$ cat src/rtl/vga_sync_decoder_pkg.sv
// Shared VGA timing constants, FSM state encoding and coordinate helpers
// for the sync decoder (same timing set as the pixel address generator).
package vga_sync_decoder_pkg;

  localparam int COORD_W = 10;
  typedef logic [COORD_W-1:0] coord_t;

  // Timing set selected by a VGA_MODE_* define; 640x480@60 is the default.
`ifdef VGA_MODE_640X400
  localparam int VGA_H_VISIBLE = 640;
  localparam int VGA_H_FRONT   = 16;
  localparam int VGA_H_SYNC    = 96;
  localparam int VGA_H_BACK    = 48;
  localparam int VGA_V_VISIBLE = 400;
  localparam int VGA_V_FRONT   = 12;
  localparam int VGA_V_SYNC    = 2;
  localparam int VGA_V_BACK    = 35;
`else
  localparam int VGA_H_VISIBLE = 640;
  localparam int VGA_H_FRONT   = 16;
  localparam int VGA_H_SYNC    = 96;
  localparam int VGA_H_BACK    = 48;
  localparam int VGA_V_VISIBLE = 480;
  localparam int VGA_V_FRONT   = 10;
  localparam int VGA_V_SYNC    = 2;
  localparam int VGA_V_BACK    = 33;
`endif

  // Lock FSM encoding
  localparam logic [1:0] ST_SEARCH = 2'd0;
  localparam logic [1:0] ST_H_LOCK = 2'd1;
  localparam logic [1:0] ST_LOCKED = 2'd2;

  // Increment a coordinate, wrapping to zero after the last value
  function automatic coord_t wrap_inc(input coord_t value, input coord_t last);
    return (value == last) ? '0 : value + coord_t'(1);
  endfunction

endpackage

$ cat src/rtl/vga_sync_decoder_if.sv
// Sync input / decoded coordinate bundle between a VGA source and the decoder.
interface vga_sync_decoder_if;
  import vga_sync_decoder_pkg::*;

  logic   enable;
  logic   hsync;
  logic   vsync;
  coord_t column;
  coord_t row;
  logic   visible;
  logic   locked;
  logic   error;

  modport master (
    output enable, hsync, vsync,
    input  column, row, visible, locked, error
  );

  modport slave (
    input  enable, hsync, vsync,
    output column, row, visible, locked, error
  );
endinterface

$ cat src/rtl/vga_sync_edge.sv
// Polarity-corrected sync history and start-edge detector.
module vga_sync_edge #(
  parameter logic POL = 1'b0
) (
  input  logic clk,
  input  logic reset,
  input  logic enable,
  input  logic sync_in,
  output logic start_pulse
);

  logic active;
  logic prev_active_q, prev_active_d;

  assign active = (sync_in == POL);

  // History only advances on enabled samples
  always_comb begin
    prev_active_d = enable ? active : prev_active_q;
  end

  // History resets to "active" so a sync already asserted at reset is not an edge
  always_ff @(posedge clk or posedge reset) begin
    // NOTE: non-blocking assignment keeps every flop sampling pre-edge values.
    if (reset) prev_active_q <= 1'b1;
    else       prev_active_q <= prev_active_d;
  end

  assign start_pulse = enable && active && !prev_active_q;

endmodule

$ cat src/rtl/vga_sync_decoder.sv
// Recovers column/row from incoming hsync/vsync and tracks lock status.
module vga_sync_decoder
  import vga_sync_decoder_pkg::*;
#(
  parameter int   H_VISIBLE = VGA_H_VISIBLE,
  parameter int   H_FRONT   = VGA_H_FRONT,
  parameter int   H_SYNC    = VGA_H_SYNC,
  parameter int   H_BACK    = VGA_H_BACK,
  parameter int   V_VISIBLE = VGA_V_VISIBLE,
  parameter int   V_FRONT   = VGA_V_FRONT,
  parameter int   V_SYNC    = VGA_V_SYNC,
  parameter int   V_BACK    = VGA_V_BACK,
  parameter logic HSYNC_POL = 1'b0,
  parameter logic VSYNC_POL = 1'b0
) (
  input logic           clk,
  input logic           reset,
  vga_sync_decoder_if.slave bus
);

  localparam coord_t H_LAST  = coord_t'(H_VISIBLE + H_FRONT + H_SYNC + H_BACK - 1);
  localparam coord_t V_LAST  = coord_t'(V_VISIBLE + V_FRONT + V_SYNC + V_BACK - 1);
  localparam coord_t H_SS    = coord_t'(H_VISIBLE + H_FRONT);
  localparam coord_t V_SS    = coord_t'(V_VISIBLE + V_FRONT);
  localparam coord_t H_VIS_C = coord_t'(H_VISIBLE);
  localparam coord_t V_VIS_C = coord_t'(V_VISIBLE);

  logic       h_start, v_start;
  coord_t     pc, pr;
  coord_t     column_q, column_d;
  coord_t     row_q, row_d;
  logic [1:0] state_q, state_d;
  logic       error_q, error_d;
  logic       h_misaligned;

  vga_sync_edge #(.POL(HSYNC_POL)) u_h_edge (
    .clk         (clk),
    .reset       (reset),
    .enable      (bus.enable),
    .sync_in     (bus.hsync),
    .start_pulse (h_start)
  );

  vga_sync_edge #(.POL(VSYNC_POL)) u_v_edge (
    .clk         (clk),
    .reset       (reset),
    .enable      (bus.enable),
    .sync_in     (bus.vsync),
    .start_pulse (v_start)
  );

  // Predict next position, apply sync overrides and step the lock FSM
  always_comb begin
    // NOTE: every output gets a default first so no path can infer a latch.
    column_d     = column_q;
    row_d        = row_q;
    state_d      = state_q;
    error_d      = 1'b0;
    pc           = wrap_inc(column_q, H_LAST);
    pr           = (column_q == H_LAST) ? wrap_inc(row_q, V_LAST) : row_q;
    h_misaligned = h_start && (pc != H_SS);

    if (bus.enable) begin
      column_d = h_start ? H_SS : pc;
      row_d    = v_start ? V_SS : pr;

      case (state_q)
        ST_SEARCH: begin
          if (h_start) state_d = ST_H_LOCK;
        end
        ST_H_LOCK: begin
          // A coincident h/v edge always fails one of the two position tests
          if (h_misaligned || (v_start && pc != '0)) error_d = 1'b1;
          else if (v_start)                          state_d = ST_LOCKED;
        end
        ST_LOCKED: begin
          if (h_misaligned || (v_start && (pc != '0 || pr != V_SS))) begin
            error_d = 1'b1;
            state_d = ST_H_LOCK;
          end
        end
        default: state_d = ST_SEARCH;
      endcase
    end
  end

  // Coordinate, state and error registers
  always_ff @(posedge clk or posedge reset) begin
    if (reset) begin
      column_q <= '0;
      row_q    <= '0;
      state_q  <= ST_SEARCH;
      error_q  <= 1'b0;
    end else begin
      column_q <= column_d;
      row_q    <= row_d;
      state_q  <= state_d;
      error_q  <= error_d;
    end
  end

  assign bus.column  = column_q;
  assign bus.row     = row_q;
  assign bus.locked  = (state_q == ST_LOCKED);
  assign bus.visible = (state_q == ST_LOCKED) && (column_q < H_VIS_C) && (row_q < V_VIS_C);
  assign bus.error   = error_q;

endmodule

$ cat src/flat_wrapper.sv
// flat-port wrapper written by rule: the top's interface ports become plain ports
module vga_sync_decoder_flat import vga_sync_decoder_pkg::*;
#(
  parameter int   H_VISIBLE = VGA_H_VISIBLE,
  parameter int   H_FRONT   = VGA_H_FRONT,
  parameter int   H_SYNC    = VGA_H_SYNC,
  parameter int   H_BACK    = VGA_H_BACK,
  parameter int   V_VISIBLE = VGA_V_VISIBLE,
  parameter int   V_FRONT   = VGA_V_FRONT,
  parameter int   V_SYNC    = VGA_V_SYNC,
  parameter int   V_BACK    = VGA_V_BACK,
  parameter logic HSYNC_POL = 1'b0,
  parameter logic VSYNC_POL = 1'b0
)
  (clk, reset, bus_enable, bus_hsync, bus_vsync, bus_column, bus_row, bus_visible, bus_locked, bus_error);
  vga_sync_decoder_if bus_i ();
  input logic clk;
  input logic reset;
  input wire logic [$bits(bus_i.enable)-1:0] bus_enable;
  input wire logic [$bits(bus_i.hsync)-1:0] bus_hsync;
  input wire logic [$bits(bus_i.vsync)-1:0] bus_vsync;
  output wire logic [$bits(bus_i.column)-1:0] bus_column;
  output wire logic [$bits(bus_i.row)-1:0] bus_row;
  output wire logic [$bits(bus_i.visible)-1:0] bus_visible;
  output wire logic [$bits(bus_i.locked)-1:0] bus_locked;
  output wire logic [$bits(bus_i.error)-1:0] bus_error;
  assign bus_i.enable = bus_enable;
  assign bus_i.hsync = bus_hsync;
  assign bus_i.vsync = bus_vsync;
  assign bus_column = bus_i.column;
  assign bus_row = bus_i.row;
  assign bus_visible = bus_i.visible;
  assign bus_locked = bus_i.locked;
  assign bus_error = bus_i.error;
  vga_sync_decoder #(.H_VISIBLE(H_VISIBLE), .H_FRONT(H_FRONT), .H_SYNC(H_SYNC), .H_BACK(H_BACK), .V_VISIBLE(V_VISIBLE), .V_FRONT(V_FRONT), .V_SYNC(V_SYNC), .V_BACK(V_BACK), .HSYNC_POL(HSYNC_POL), .VSYNC_POL(VSYNC_POL)) u_core (.clk(clk), .reset(reset), .bus(bus_i));
endmodule
$ cat config.mk
export PLATFORM = sky130hd
export DESIGN_NAME = vga_sync_decoder_flat
export DESIGN_NICKNAME = d
export VERILOG_FILES = /design/src/rtl/vga_sync_decoder_pkg.sv /design/src/rtl/vga_sync_decoder_if.sv /design/src/rtl/vga_sync_edge.sv /design/src/rtl/vga_sync_decoder.sv /design/src/flat_wrapper.sv
export SDC_FILE = /design/constraint.sdc
export NUM_CORES = 1
export LEC_CHECK = 0
export ABC_AREA = 0
export CAP_MARGIN = 20
export CORE_UTILIZATION = 47
export DETAILED_ROUTE_END_ITERATION = 7
export PLACE_DENSITY = 0.81
export SLEW_MARGIN = 30
export SYNTH_ARGS = -nofsm -noshare
export SYNTH_HDL_FRONTEND = slang
export SYNTH_SLANG_ARGS = --single-unit
$ cat constraint.sdc
create_clock -name clk -period 2.76 [get_ports clk]
set_clock_uncertainty 0.15 [all_clocks]
set_input_delay 0.276 -clock clk [delete_from_list [all_inputs] [get_ports clk]]
set_output_delay 0.276 -clock clk [all_outputs]
set_load 0.05 [all_outputs]
# Word-level counts from Yosys, hierarchy flattened
# Index checks and enable logic that the tools add are counted.
# classes
addsub	2
magnitude_cmp	2
eq_ne	10
n_mux	14
bitwise	2
reduce_logical	17
# ops
op	n
10-bit two-way mux	5
10-bit by 1-bit adder with 10-bit output (second input constant)	2
10-bit == test (second input constant)	2
10-bit < comparator (second input constant)	1
10-bit by 9-bit < comparator with 1-bit output (second input constant)	1
10-bit != test (second input constant)	1
10-bit by 9-bit != test with 1-bit output (second input constant)	1
10-bit nonzero test	1
1-bit logical AND	9
2-bit two-way mux	4
2-bit by 1-bit != test with 1-bit output (second input constant)	3
2-bit one-hot mux with 3 select lines	1
5-bit AND reduction	1
1-bit logical OR	3
1-bit two-way mux	3
2-bit by 1-bit == test with 1-bit output (second input constant)	1
2-bit == test (second input constant)	1
1-bit logical NOT	2
2-bit logical NOT	1
2-bit != test (second input constant)	1
1-bit NOT	2
1-bit one-hot mux with 2 select lines	1
# word_totals
regBits	25
input_bits	5
word_cells	53

# Longest topological paths before layout
# Gate-level depths: netlist (run 1).
# depth
ltp_word	10
depth_mapped	9
ltp_nobuf	9

# Cells and area by module
# A second synthesis (run 1) with hierarchy kept.
# unflattened
hier_cells	235
area_unflattened_um2	2015.7
# modules_own_cells
mod	instances	cells_each	area_each_um2	seq_area_each_um2
vga_sync_decoder	1	225	1913.1	575.6
vga_sync_edge	2	5	51.3	26.3

# Least setup slack after synthesis (run 1)
# Ideal clock, no wire load.
# synth_timing
kind	register -> register
from	register u_core.column_q[0] (netlist: u_core.bus.column[0])
to	register u_core.state_q[1]
arrival_time_ps	2657
required_time_ps	2485
setup_slack_ps	-172
path_stages_with_launch	9
synth_period_minus_slack_ps	2932
cell_sequence	dfrtp_1 > ha_1 > nand4_1 > o2111a_1 > a32oi_1 > o41ai_1 > and3_1 > a21oi_1 > mux2_2
# synth_via
elab_chain_len	8
elab_cells_between_ends	16
cone_classes	add/sub: 1; eq/ne: 5; mux: 2; reduce/logical: 8
# synth_rtl
item	line_no	rtl
from (decl)	vga_sync_decoder.sv:30	coord_t column_q, column_d;
from (signal assigned)	vga_sync_decoder.sv:95	column_q <= column_d;
10-bit by 1-bit adder with 10-bit output / 10-bit == test (equally long branches)	vga_sync_decoder_pkg.sv:36, vga_sync_decoder.sv:60	
10-bit two-way mux (on tied branches)	vga_sync_decoder_pkg.sv:36, vga_sync_decoder.sv:60	
10-bit nonzero test / 10-bit by 9-bit != test with 1-bit output (equally long branches)	vga_sync_decoder.sv:73, vga_sync_decoder.sv:77	
1-bit logical OR	vga_sync_decoder.sv:77	if (h_misaligned || (v_start && (pc != '0 || pr != V_SS))) begin
1-bit logical AND	vga_sync_decoder.sv:77	
1-bit logical OR	vga_sync_decoder.sv:77	
2-bit by 1-bit != test with 1-bit output (no source line)	-	
5-bit AND reduction (no source line) *	-	
to (signal assigned)	vga_sync_decoder.sv:97	state_q <= state_d;
to (decl)	vga_sync_decoder.sv:32	logic [1:0] state_q, state_d;
# Mark *: on every way between the ends. The rest lies on a longest branch, timed or not.
# A chain may end at the register's enable or synchronous reset.

# Final worst setup path (run 1)
# layout_timing
from	register u_core.column_q[7] (netlist: u_core.bus.column[7])
to	register u_core.state_q[1]
# Same word-level chain as after synthesis.

==> metrics, run 1 <==
total count of hold-check failures in the final report=0; asr flop ratio synth=100%; Synth area leader=dfrtp_1; MaxCap Viol Count=0; Die X-Extent=67.0 um; Commonest cells post-synth=nand2_1, dfrtp_1, o21ai_0; peak fanout along the critical path=8; die area=between 4000 and 5000 sq um; EDFF count, synth=0; clock root cell=clkbuf_8; final wirelength=between 4000 and 5000 um; Distinct cells, synth=63; Worst path depth=7; Fmax=375 MHz; Final WS setup=0.0956 ns; Tot GR Track Use=23.3%; worst slack, placed=0.130 ns; utilization after layout=roughly three fifths; max-slew violations=0; effective utilization at floorplan=49.3%; Post-Synthesis Net Count=between 200 and 300; dpl hpwl=3670 um; CTS tree=built; CP peak stage delay=0.60 ns; Iter 0 DRT Violations=200; CTS Buf Count=3; status=completed; DR DRC count=0; total I/O pin count=28; critical path's top delay family=simple AND/OR/NAND/NOR gates; core footprint=4030 sq um; die extent in y=between 60 and 70 um; Ys Warns=0; worst reg2reg setup slack=0.1 ns; Worst Setup Start Kind=flip-flop; Synth Register Bits=25; kind of critical path=flip-flop to flip-flop; antenna violations before repair=0; Clock Sinks=25; Bufs and invs on worst path=0; worst endpoint data arrival time=between 2 and 3 ns; Detail Route Antenna Nets=0; DR pass1 iterations=4; count leader, synth=nand2_1; # rows=23; syn avg cell area=around 8.3 sq um; Post-Syn Area=1980 sq um; RSZ-0062 raised after global routing=false; CP Capture Type=flip-flop; routed vias/inst=6.02; transition time of the tightest slew-check pin=just over 0.7 ns; fin nets=286; DR vias=1938; total grt overflow=0; worst hold slack=~0.25 ns; layout cells sized above 1=between 10% and 20%; Syn-to-layout area delta=22.1%; Worst Path Required=2.78 ns; crit path cell chain=or4b_4, nor3_4, o211a_1, o22ai_1, nor4_1, a21oi_1, mux2_2; worst r2r path cells=7; clk slew on worst S/H paths=0.09 ns; top cell type's share of synthesized area=29.0%; Final Wtd Congestion=0.972; Peak VDD IR=0.358 mV; most area-consuming cells after synthesis=dfrtp_1, nand2_1, ha_1, o21ai_0, nand3_1; Tmin final=approximately 2.7 ns; setup violators final=0; H-tree depth=1; Worst slew margin=53.0%; Seq/Total Area, Yosys=31.7%; input/output buffers=27; Static Leakage=1.01 nW; diode count=0; first-pass GRT wire length=7860 um; vias in the first global route=1657; Most used DFF post-synth=dfrtp_1; period utilization=slightly below 100%; Longest Clk Path Bufs=2; largest net degree at the start of global routing=26; post-synthesis cell count=238; Pwr per Cell Area=604 nW/um^2; Hold WC Path Type=primary input to asynchronous set/reset pin; routed len/inst=between 15 and 20 um; Worst-Skew Late Latency=0.27 ns; crit path max-delay cell type=or4b_4
## per-layer routing
layer / global-route usage (%) / vias up / wire length (um)
met5: 0 / - / 0
met4: 9.57 / 0 / 99
met3: 3.25 / 9 / 359
met2: 34.2 / 81 / 2200
met1: 33.8 / 888 / 2250
li1: - / 960 / -
## sequential cells by signal, indices dropped and copies added, names as in the netlist
| register | flops |
|---|---|
| u_core.bus.column | 10 |
| u_core.bus.error | 1 |
| u_core.bus.row | 10 |
| u_core.state_q | 2 |
| u_core.u_h_edge.prev_active_q | 1 |
| u_core.u_v_edge.prev_active_q | 1 |
## report_power, final
part	internal [mW]	total (mW)	leakage (nW)	switching, mW
clock	0.101	0.228	0.0255	0.127
sequential	0.433	0.546	0.271	0.113
combinational	0.262	0.688	0.710	0.427
## placed cells by master, fill, tap and decap left out, types with 3 or more instances in the layout
cell type	count
o41ai_1	4
nor3_1	6
o31a_1	3
nand4_1	9
nand2_1	30
and3_1	5
ha_1	7
dfrtp_2	4
buf_4	18
nor2_1	11
nor4_1	6
o21a_1	3
or3_1	3
clkbuf_8	3
dfrtp_1	19
xnor2_1	4
nand3_1	13
o21ai_0	18
inv_1	12
a21oi_1	10
o22ai_1	5
xor2_1	3
clkdlybuf4s50_1	26
## path summary, 6_finish.rpt
check	start	to
setup / recovery	u_core.bus.column[7]$_DFFE_PP0P_	u_core.state_q[1]$_DFFE_PP0P_
hold / removal	reset	u_core.bus.row[9]$_DFFE_PP0P_
setup reg to reg	u_core.bus.column[7]$_DFFE_PP0P_	u_core.state_q[1]$_DFFE_PP0P_
hold reg to reg	u_core.u_h_edge.prev_active_q$_DFFE_PP1P_	u_core.u_h_edge.prev_active_q$_DFFE_PP1P_
max in group asynchronous	reset	u_core.bus.column[6]$_DFFE_PP0P_
min in group clk	u_core.u_h_edge.prev_active_q$_DFFE_PP1P_	u_core.u_h_edge.prev_active_q$_DFFE_PP1P_
## cell type report
type | instances | area, sq um
fillers | 369 | 1610
flip-flops and latches | 25 | 633
inverters | 12 | 45.0
multi-input cells | 186 | 1230
repair buffers | 45 | 408
clock inverters | 1 | 5.00
clock buffers | 3 | 41.3
well taps | 50 | 62.6
## metrics by stage
stage | cell area [sq um] | total power [mW] | TNS [ns] | std cells
2_1_floorplan | 1990 | 1.05 | -0.0499 | 238
3_3_place_gp | 2340 | 1.21 | 0 | 316
3_5_place_dp | 2340 | 1.23 | 0 | 316
4_1_cts | 2390 | 1.46 | 0 | 320
5_1_grt | 2420 | 1.54 | 0 | 322
6_report | 2420 | 1.46 | 0 | 322
## what timing repair did
item / in CTS / in global routing
endpoints found under the hold margin: 0 / 0
endpoints found under the setup margin: 0 / 4
hold buffers: 0 / 0
buffers inserted: 0 / 2
gates resized for setup: 0 / 5
## cells by family (layout without fill, tap and decap cells)
logic type / Yosys count / count (layout) / share of synthesized area [%]
simple gates: 103 / 103 / 28.4
compound gates: 64 / 64 / 22.0
buf+inv: 27 / 61 / 7.69
flops: 25 / 25 / 31.7
fa+ha+maj: 8 / 8 / 5.04
xor+xnor: 7 / 7 / 3.09
mux: 4 / 4 / 2.14
(Power assumes the default switching activity.)
==> inputs of run 2 (changes only) <==
SLEW_MARGIN = 10   (was 30)
==> results of run 2 <==
The final DEF is identical to that of run 1; final timing and power are the same.
